--- src/rtl/imm_gen_pipe_if.sv ---
// Fetch-to-execute handshake bundle for the pipelined immediate generator.
// The slave side is the decoder; the master side is the fetch/execute environment.
interface imm_gen_pipe_if #(
    parameter int unsigned XLEN  = 64,
    parameter int unsigned TAG_W = 8
);
    logic              in_valid;
    logic              in_ready;
    logic [31:0]       in_instr;
    logic [TAG_W-1:0]  in_tag;
    logic              out_valid;
    logic              out_ready;
    logic [XLEN-1:0]   out_imm;
    logic [2:0]        out_fmt;
    logic              out_illegal;
    logic [31:0]       out_instr;
    logic [TAG_W-1:0]  out_tag;

    modport master (
        output in_valid, in_instr, in_tag, out_ready,
        input  in_ready, out_valid, out_imm, out_fmt, out_illegal, out_instr, out_tag
    );

    modport slave (
        input  in_valid, in_instr, in_tag, out_ready,
        output in_ready, out_valid, out_imm, out_fmt, out_illegal, out_instr, out_tag
    );
endinterface

--- src/rtl/imm_gen_pipe.sv ---
// Pipelined RV32I/RV64I immediate decoder with format code, illegal flag and
// a two-entry (OUT + SKID) buffer behind a valid/ready handshake.
module imm_gen_pipe #(
    parameter int unsigned XLEN  = 64,
    parameter int unsigned TAG_W = 8
) (
    input  logic          clk,
    input  logic          rst_n,
    input  logic          flush,
    imm_gen_pipe_if.slave bus
);
    localparam logic [2:0] FMT_NONE  = 3'd0;
    localparam logic [2:0] FMT_I     = 3'd1;
    localparam logic [2:0] FMT_S     = 3'd2;
    localparam logic [2:0] FMT_B     = 3'd3;
    localparam logic [2:0] FMT_U     = 3'd4;
    localparam logic [2:0] FMT_J     = 3'd5;
    localparam logic [2:0] FMT_SHAMT = 3'd6;
    localparam logic [2:0] FMT_Z     = 3'd7;

    localparam logic [6:0] OP_LOAD   = 7'b0000011;
    localparam logic [6:0] OP_JALR   = 7'b1100111;
    localparam logic [6:0] OP_IMM    = 7'b0010011;
    localparam logic [6:0] OP_IMM32  = 7'b0011011;
    localparam logic [6:0] OP_STORE  = 7'b0100011;
    localparam logic [6:0] OP_BRANCH = 7'b1100011;
    localparam logic [6:0] OP_LUI    = 7'b0110111;
    localparam logic [6:0] OP_AUIPC  = 7'b0010111;
    localparam logic [6:0] OP_JAL    = 7'b1101111;
    localparam logic [6:0] OP_SYSTEM = 7'b1110011;
    localparam logic [6:0] OP_REG    = 7'b0110011;
    localparam logic [6:0] OP_REG32  = 7'b0111011;

    if (XLEN != 32 && XLEN != 64) begin : g_bad_xlen
        $error("imm_gen_pipe: XLEN must be 32 or 64");
    end

    typedef struct packed {
        logic [XLEN-1:0]  imm;
        logic [2:0]       fmt;
        logic             illegal;
        logic [31:0]      instr;
        logic [TAG_W-1:0] tag;
    } entry_t;

    entry_t      w_dec, r_out, r_skid, w_out_nxt, w_skid_nxt;
    logic        r_out_v, r_skid_v, r_in_ready;
    logic        w_out_v_nxt, w_skid_v_nxt;
    logic        w_acc, w_drain, w_shift;
    logic [6:0]  w_op;
    logic [2:0]  w_f3;

    assign w_op    = bus.in_instr[6:0];
    assign w_f3    = bus.in_instr[14:12];
    assign w_shift = (w_f3 == 3'b001) || (w_f3 == 3'b101);

    // Immediate decode of the word currently presented at the input
    always_comb begin
        w_dec         = '0;
        w_dec.instr   = bus.in_instr;
        w_dec.tag     = bus.in_tag;
        case (w_op)
            OP_LOAD, OP_JALR: begin
                w_dec.fmt = FMT_I;
                w_dec.imm = XLEN'($signed(bus.in_instr[31:20]));
            end
            OP_IMM: begin
                if (w_shift) begin
                    w_dec.fmt = FMT_SHAMT;
                    if (XLEN == 64) begin
                        w_dec.imm = XLEN'(bus.in_instr[25:20]);
                    end else begin
                        w_dec.imm     = XLEN'(bus.in_instr[24:20]);
                        w_dec.illegal = bus.in_instr[25];
                    end
                end else begin
                    w_dec.fmt = FMT_I;
                    w_dec.imm = XLEN'($signed(bus.in_instr[31:20]));
                end
            end
            OP_IMM32: begin
                if (XLEN != 64) begin
                    w_dec.illegal = 1'b1;
                end else if (w_shift) begin
                    w_dec.fmt = FMT_SHAMT;
                    w_dec.imm = XLEN'(bus.in_instr[24:20]);
                end else begin
                    w_dec.fmt = FMT_I;
                    w_dec.imm = XLEN'($signed(bus.in_instr[31:20]));
                end
            end
            OP_STORE: begin
                w_dec.fmt = FMT_S;
                w_dec.imm = XLEN'($signed({bus.in_instr[31:25], bus.in_instr[11:7]}));
            end
            OP_BRANCH: begin
                w_dec.fmt = FMT_B;
                w_dec.imm = XLEN'($signed({bus.in_instr[31], bus.in_instr[7],
                                           bus.in_instr[30:25], bus.in_instr[11:8], 1'b0}));
            end
            OP_LUI, OP_AUIPC: begin
                w_dec.fmt = FMT_U;
                w_dec.imm = XLEN'($signed({bus.in_instr[31:12], 12'b0}));
            end
            OP_JAL: begin
                w_dec.fmt = FMT_J;
                w_dec.imm = XLEN'($signed({bus.in_instr[31], bus.in_instr[19:12],
                                           bus.in_instr[20], bus.in_instr[30:21], 1'b0}));
            end
            OP_SYSTEM: begin
                if (w_f3[2]) begin
                    w_dec.fmt = FMT_Z;
                    w_dec.imm = XLEN'(bus.in_instr[19:15]);
                end
            end
            OP_REG:   w_dec.fmt = FMT_NONE;
            OP_REG32: w_dec.illegal = (XLEN != 64);
            default:  w_dec.illegal = 1'b1;
        endcase
    end

    assign w_acc   = bus.in_valid && r_in_ready;
    assign w_drain = r_out_v && bus.out_ready;

    // OUT/SKID next state; SKID only fills when OUT is full and stalled
    always_comb begin
        w_out_nxt    = r_out;
        w_skid_nxt   = r_skid;
        w_out_v_nxt  = r_out_v;
        w_skid_v_nxt = r_skid_v;
        if (flush) begin
            w_out_v_nxt  = 1'b0;
            w_skid_v_nxt = 1'b0;
        end else if (w_drain || !r_out_v) begin
            if (r_skid_v) begin
                w_out_nxt    = r_skid;
                w_out_v_nxt  = 1'b1;
                w_skid_v_nxt = 1'b0;
            end else if (w_acc) begin
                w_out_nxt   = w_dec;
                w_out_v_nxt = 1'b1;
            end else begin
                w_out_v_nxt = 1'b0;
            end
        end else if (w_acc) begin
            w_skid_nxt   = w_dec;
            w_skid_v_nxt = 1'b1;
        end
    end

    always_ff @(posedge clk or negedge rst_n) begin
        if (!rst_n) begin
            r_out      <= '0;
            r_skid     <= '0;
            r_out_v    <= 1'b0;
            r_skid_v   <= 1'b0;
            r_in_ready <= 1'b1;
        end else begin
            r_out      <= w_out_nxt;
            r_skid     <= w_skid_nxt;
            r_out_v    <= w_out_v_nxt;
            r_skid_v   <= w_skid_v_nxt;
            r_in_ready <= !w_skid_v_nxt;
        end
    end

    assign bus.in_ready    = r_in_ready;
    assign bus.out_valid   = r_out_v;
    assign bus.out_imm     = r_out.imm;
    assign bus.out_fmt     = r_out.fmt;
    assign bus.out_illegal = r_out.illegal;
    assign bus.out_instr   = r_out.instr;
    assign bus.out_tag     = r_out.tag;
endmodule

--- src/flat_wrapper.sv ---
// flat-port wrapper written by rule: the top's interface ports become plain ports
module imm_gen_pipe_flat 
#(
    parameter int unsigned XLEN  = 64,
    parameter int unsigned TAG_W = 8
)
  (clk, rst_n, flush, bus_in_valid, bus_in_instr, bus_in_tag, bus_out_ready, bus_in_ready, bus_out_valid, bus_out_imm, bus_out_fmt, bus_out_illegal, bus_out_instr, bus_out_tag);
  imm_gen_pipe_if #(.XLEN(XLEN), .TAG_W(TAG_W)) bus_i ();
  input  logic clk;
  input  logic rst_n;
  input  logic flush;
  input wire logic [$bits(bus_i.in_valid)-1:0] bus_in_valid;
  input wire logic [$bits(bus_i.in_instr)-1:0] bus_in_instr;
  input wire logic [$bits(bus_i.in_tag)-1:0] bus_in_tag;
  input wire logic [$bits(bus_i.out_ready)-1:0] bus_out_ready;
  output wire logic [$bits(bus_i.in_ready)-1:0] bus_in_ready;
  output wire logic [$bits(bus_i.out_valid)-1:0] bus_out_valid;
  output wire logic [$bits(bus_i.out_imm)-1:0] bus_out_imm;
  output wire logic [$bits(bus_i.out_fmt)-1:0] bus_out_fmt;
  output wire logic [$bits(bus_i.out_illegal)-1:0] bus_out_illegal;
  output wire logic [$bits(bus_i.out_instr)-1:0] bus_out_instr;
  output wire logic [$bits(bus_i.out_tag)-1:0] bus_out_tag;
  assign bus_i.in_valid = bus_in_valid;
  assign bus_i.in_instr = bus_in_instr;
  assign bus_i.in_tag = bus_in_tag;
  assign bus_i.out_ready = bus_out_ready;
  assign bus_in_ready = bus_i.in_ready;
  assign bus_out_valid = bus_i.out_valid;
  assign bus_out_imm = bus_i.out_imm;
  assign bus_out_fmt = bus_i.out_fmt;
  assign bus_out_illegal = bus_i.out_illegal;
  assign bus_out_instr = bus_i.out_instr;
  assign bus_out_tag = bus_i.out_tag;
  imm_gen_pipe #(.XLEN(XLEN), .TAG_W(TAG_W)) u_core (.clk(clk), .rst_n(rst_n), .flush(flush), .bus(bus_i));
endmodule
--- config.mk ---
export PLATFORM = sky130hd
export DESIGN_NAME = imm_gen_pipe_flat
export DESIGN_NICKNAME = d
export VERILOG_FILES = /design/src/rtl/imm_gen_pipe_if.sv /design/src/rtl/imm_gen_pipe.sv /design/src/flat_wrapper.sv
export SDC_FILE = /design/constraint.sdc
export NUM_CORES = 1
export LEC_CHECK = 0
export BUFFER_PORTS_ARGS = -buffer_cell sky130_fd_sc_hd__buf_4
export CORE_MARGIN = 2
export CORE_UTILIZATION = 50
export DETAILED_ROUTE_END_ITERATION = 16
export PLACE_DENSITY = 0.77
export RECOVER_POWER = 100
export REMOVE_ABC_BUFFERS = 1
export SLEW_MARGIN = 20
export SYNTH_ARGS = -nofsm -noshare
export SYNTH_HDL_FRONTEND = slang
export SYNTH_SLANG_ARGS = --single-unit
--- constraint.sdc ---
create_clock -name clk -period 1.75 [get_ports clk]
set_input_delay 0.0875 -clock clk [delete_from_list [all_inputs] [get_ports clk]]
set_output_delay 0.0875 -clock clk [all_outputs]
set_load 0.02 [all_outputs]
Yosys cells after proc, flatten, opt, wreduce, memory -nomap -nowiden
Index checks and enable logic that the tools add are counted.

storage, ports and cells
  bits in registers = 219
  input port bits = 45
  output and inout bits = 110
  word-level logic and storage cells = 57

operators by class
  eq/ne operators = 14
  muxes and demuxes = 15
  bitwise logic cells = 2
  reductions and logical operators = 13

operators with widths
  operator                                              count
  one-hot mux 64 bit (8 select lines)                   1
  two-way mux 108 bit                                   2
  two-way mux 67 bit                                    2
  equality test 7 x 6 -> 1 bit (second input constant)  4
  equality test 7 bit (second input constant)           4
  one-hot mux 3 bit (8 select lines)                    1
  equality test 7 x 5 -> 1 bit (second input constant)  3
  OR reduction 12 bit                                   1
  two-way mux 1 bit                                     8
  two-way mux 8 bit                                     1
  equality test 7 x 2 -> 1 bit (second input constant)  1
  AND reduction 3 bit                                   2
  nonzero test 2 bit                                    2
  OR reduction 2 bit                                    2
  equality test 3 x 1 -> 1 bit (second input constant)  1
  equality test 3 bit (second input constant)           1
  logical AND 1 bit                                     2
  zero test 1 bit                                       2
  logical OR 1 bit                                      2
  inverter 1 bit                                        2

Longest topological paths before layout
  depth in word-level cells = 6
  depth in mapped cells = 8
  depth with buffers taken out = 5

Least setup slack after synthesis
Ideal clock, no wire load.

  path kind = register -> register
  from = reg u_core.r_in_ready (netlist: u_core.bus.in_ready)
  to = reg u_core.r_out (netlist bit u_core.bus.out_imm[10])
  library setup time = 0.126 ns
  data arrival time = 1.669 ns
  data required time = 1.624 ns
  path slack = -0.045 ns
  cell stages (with the launch flop) = 6
  buffers on the path = 2
  period minus slack after synthesis = 1.795 ns
  path through = dfstp_2 > a21oi_1 > or3_1 > clkbuf_1 > buf_2 > a221o_1

between the ends
  word-level cells in the longest chain between the ends = 3

ends and longest elaborated chain
  element                        RTL line             text
  start: declaration             imm_gen_pipe.sv:47   logic r_out_v, r_skid_v, r_in_ready;
  start signal: assignment       imm_gen_pipe.sv:163  r_in_ready <= !w_skid_v_nxt;
  logical AND 1 bit              imm_gen_pipe.sv:122  assign w_acc = bus.in_valid && r_in_ready;
  nonzero test 2 bit (no line)   -
  AND reduction 3 bit (no line)  -
  end signal: assignment         imm_gen_pipe.sv:159  r_out <= w_out_nxt;
  end: declaration               imm_gen_pipe.sv:46   entry_t w_dec, r_out, r_skid, w_out_nxt, w_skid_nxt;

Every way passes these cells.
A chain may end at the register's enable or synchronous reset.

Final worst setup path
  from = reg u_core.r_in_ready (netlist: u_core.bus.in_ready)
  to = reg u_core.r_skid[50] (netlist name)

between the ends
  word-level cells in the longest chain between the ends = 2

ends and longest elaborated chain
  element                        RTL line             text
  logical AND 1 bit              imm_gen_pipe.sv:122
  AND reduction 3 bit (no line)  -
  end signal: assignment         imm_gen_pipe.sv:160  r_skid <= w_skid_nxt;
  end: declaration               imm_gen_pipe.sv:46

Every way passes these cells.

==> flow_metrics.py <==
metrics = {
    "critical_path": {
        "crit_fanout": 17,
        "worstPathCellList": "nand2_1, buf_4, nor3_4, clkbuf_1, clkbuf_16, nand2_1, o21ai_0",
        "start_kind": "flop",
        "setup.worst_path.start": "u_core.bus.in_ready$_DFF_PN1_",
        "cp-end-kind": "flop",
        "r2r_setup_slack_ns": 0.02,
        "r2r-start": "u_core.bus.in_ready$_DFF_PN1_",
        "slowest_delay_ns": 0.56,
        "cp_common_cell": "nand2_1",
        "ff2ff_path_depth": 7,
        "crit_required_ns": 2.08,
        "cp_slowest_cell": "dfstp_2",
        "timing.rr.end": "u_core.r_skid[50]$_DFFE_PN0P_",
        "critPathArrivalTime_ns": 2.06,
        "path_class": "reg -> reg",
    },
    "clock_tree": {
        "htree_levels": 4,
        "root_buffer": "clkbuf_16",
        "clk_pin_slew_worst_paths_ns": 0.06,
        "cts_tree": "yes",
        "clk-insertion-delay-late_ns": 0.42,
        "numClockSinks": 155,
        "cts_buffer_depth": 2,
        "cts_buffers": 17,
    },
    "timing": {
        "hold_viol_final": 0,
        "slew_headroom": 0.1825,
        "max_freq_ghz": 0.5795,
        "fin_crit_sh": 0.9861,
        "worst_pin_slew_ns": 1.226,
        "drv_slew": 0,
        "fin_crit_ns": 1.726,
        "hold_slack_ns": 0.009702,
        "rsz0062_at_grt": "true",
        "skew_ns": 0.005007,
        "setup_violations": 0,
    },
    "synthesis": {
        "yosys_warnings": 0,
        "ys_seq_area_frac": 0.5306,
        "synth-edff-count": 0,
        "synth_seq_cells": 155,
        "ys.flop_type": "dfrtp_1",
        "async_flop_share": 1.000,
        "postSynthCellCount": 794,
        "synth_area_um2": 7312,
        "ys_types": 50,
        "syn-mean-instance-area_um2": 9.209,
    },
    "power": {
        "p_leak_nw": 4.362,
        "peakVddDrop_v": 0.0007563,
        "powerDensity_nw_per_um2": 1098,
        "finalPower_mw": 10.36,
    },
    "place": {
        "gp_congestion": 0.9138,
        "portBuffers": 154,
        "dp_hpwl_mm": 12.78,
    },
    "finish": {
        "syn2layout_area_growth_pct": 29.07,
        "fin_nets": 1015,
        "drive_gt1_frac": 0.1872,
        "num-fill-cells": 1250,
        "antenna_cells": 0,
    },
    "die": {
        "row_count": 44,
        "core_um2": 14420,
        "dieArea_um2": 15610,
        "ios": 155,
        "start_util": 0.5069,
        "dieHeight_um": 124.9,
        "fp.dieW_um": 124.9,
    },
    "global_routing": {
        "grt_pass1_wl_mm": 32.65,
        "grt_util_all_layers": 0.2580,
        "antenna_found_initial": 0,
        "grt_pass1_vias": 6334,
        "grt_max_degree": 67,
        "gr-total-overflow": 0,
    },
    "routing": {
        "viasPerCell": 5.610,
        "dr.pass1.iters": 7,
        "remaining_drc_errors": 0,
        "vias": 6547,
        "routed_wirelength_mm": 20.73,
        "dr.first_iter.drc_count": 651,
        "ant_nets": 0,
        "wl_per_cell_um": 17.77,
    },
    "worst_hold_path": {
        "whs_path_depth": 3,
        "hold_class": "in -> reg",
        "worstHoldStart": "bus_in_instr[1]",
        "holdPathEnd": "u_core.bus.out_instr[1]$_DFFE_PN0P_",
    },
    "job": {
        "cap_violations": 0,
    },
    "outcome": {
        "outcome": "finished, final reports clean",
    },
}
==> per-stage QoR <==
| stage | area, um^2 | setup TNS, ns | cells | utilization | setup WS [ns] |
|---|---|---|---|---|---|
| finish | 9438 | 0 | 1167 | 0.6543 | 0.02440 |
| detailed placement | 8701 | -0.8748 | 1088 | 0.6032 | -0.1118 |
| global placement | 8701 | -0.1319 | 1088 | 0.6032 | -0.01997 |
| CTS | 9737 | -0.0006195 | 1161 | 0.6751 | -0.0006195 |
| floorplan | 6818 | -426.74 | 703 | - | -2.952 |
| global route | 9438 | -0.4537 | 1167 | 0.6543 | -0.06863 |
==> sequential cells by signal, indices dropped and copies added (netlist names) <==
signal / count
u_core.bus.out_instr: 32
u_core.r_skid: 76
u_core.bus.out_tag: 8
u_core.bus.out_imm: 32
u_core.r_skid_v: 1
u_core.bus.in_ready: 1
u_core.bus.out_valid: 1
u_core.bus.out_fmt: 3
u_core.bus.out_illegal: 1
==> placed cells by master (no fill, tap or decap), types with 4 or more instances in the layout <==
cell / count
nand2_1: 209
dfrtp_1: 153
o21ai_0: 83
clkbuf_1: 80
buf_4: 79
a21oi_1: 57
mux2i_1: 40
dlygate4sd3_1: 40
clkbuf_2: 34
nor2_1: 28
clkbuf_16: 18
a31oi_1: 11
nand3_1: 10
a21o_1: 10
a211oi_1: 9
a22oi_1: 9
o211ai_1: 9
and3_1: 7
buf_12: 6
nor3_1: 5
a221o_1: 5
a211oi_2: 4
nand4_1: 4
bufinv_16: 4
clkinv_2: 4
buf_6: 4
==> report_power, final <==
part	internal, mW	total [mW]	leakage [nW]	switching [mW]
sequential	4.16	4.48	1.98	0.319
combinational	0.705	2.01	2.08	1.30
clock	2.41	3.88	0.296	1.46
total	7.28	10.4	4.36	3.09
==> worst max-delay path, delay by kind of cell (launching register included) <==
kind	cells	cell delay, ns
AO/OA/AOI/OAI	1	0.20
buffers and inverters	3	0.52
flip-flops	1	0.56
AND/OR/NAND/NOR	3	0.34
==> how the worst max path moves through the flow <==
| stage | end | slack (ns) | cells after the start |
|---|---|---|---|
| after floorplan | u_core.bus.out_imm[62]$_DFFE_PN0P_ | -2.95 | 2 |
| after global placement | u_core.bus.out_imm[12]$_DFFE_PN0P_ | -0.02 | 6 |
| after detailed placement | u_core.bus.out_imm[17]$_DFFE_PN0P_ | -0.11 | 6 |
| after CTS | u_core.bus.out_imm[17]$_DFFE_PN0P_ | -0.0006 | 5 |
| after global routing | u_core.r_skid[52]$_DFFE_PN0P_ | -0.07 | 7 |
| final | u_core.r_skid[50]$_DFFE_PN0P_ | 0.02 | 7 |
==> cells by family after synthesis <==
logic type / synth area share
compound gates: 0.1685
buf+inv: 0.06964
simple gates: 0.1749
mux: 0.05630
flops: 0.5306
==> cell type report <==
cell class,count,area [um^2],area share
Timing Repair Buffer,246,1674,0.1774
Inverter,4,15.01,0.001591
Tap cell,184,230.2,0.02439
Clock inverter,12,171.4,0.01816
Multi-Input combinational cell,546,3017,0.3196
Sequential cell,155,3884,0.4115
Clock buffer,20,446.7,0.04733
==> Yosys cell counts, types with 2 or more instances <==
cell | count | area (um^2)
a211oi_1 | 13 | 97.59
a21o_1 | 10 | 75.07
a21oi_1 | 58 | 290.3
a221o_1 | 5 | 50.05
a22o_1 | 2 | 17.52
a22oi_1 | 9 | 67.56
a31oi_1 | 11 | 68.82
and3_1 | 7 | 43.79
and3b_1 | 2 | 17.52
buf_1 | 3 | 11.26
buf_2 | 11 | 55.05
buf_4 | 35 | 262.8
clkbuf_1 | 41 | 153.9
dfrtp_1 | 154 | 3854
inv_1 | 3 | 11.26
mux2i_1 | 40 | 400.4
nand2_1 | 209 | 784.5
nand2b_1 | 3 | 18.77
nand3_1 | 10 | 50.05
nand4_1 | 4 | 25.02
nand4b_1 | 2 | 17.52
nor2_1 | 28 | 105.1
nor2b_1 | 3 | 18.77
nor3_1 | 6 | 30.03
nor3_2 | 2 | 20.02
nor3b_1 | 3 | 22.52
nor4_4 | 2 | 42.54
o211ai_1 | 9 | 67.56
o21ai_0 | 83 | 415.4
o22ai_1 | 2 | 12.51
or2_2 | 2 | 12.51
or3_1 | 4 | 25.02
==> layer usage <==
metal	track usage	wire length [um]	vias to the layer above
met4	0.09281	460	0
met1	0.3514	8646	3139
met2	0.4176	10040	324
met5	0	0	-
met3	0.04921	1588	37
li1	-	-	3047
==> what timing repair did <==
action                     4_1_cts  5_1_grt
setup endpoints to repair       20       42
gates cloned                     1        4
hold endpoints to repair       144        0
pin swaps                        1        3
setup buffers                    0        2
resized for setup                3       10
hold buffers                    40        0
(Power assumes the default switching activity.)
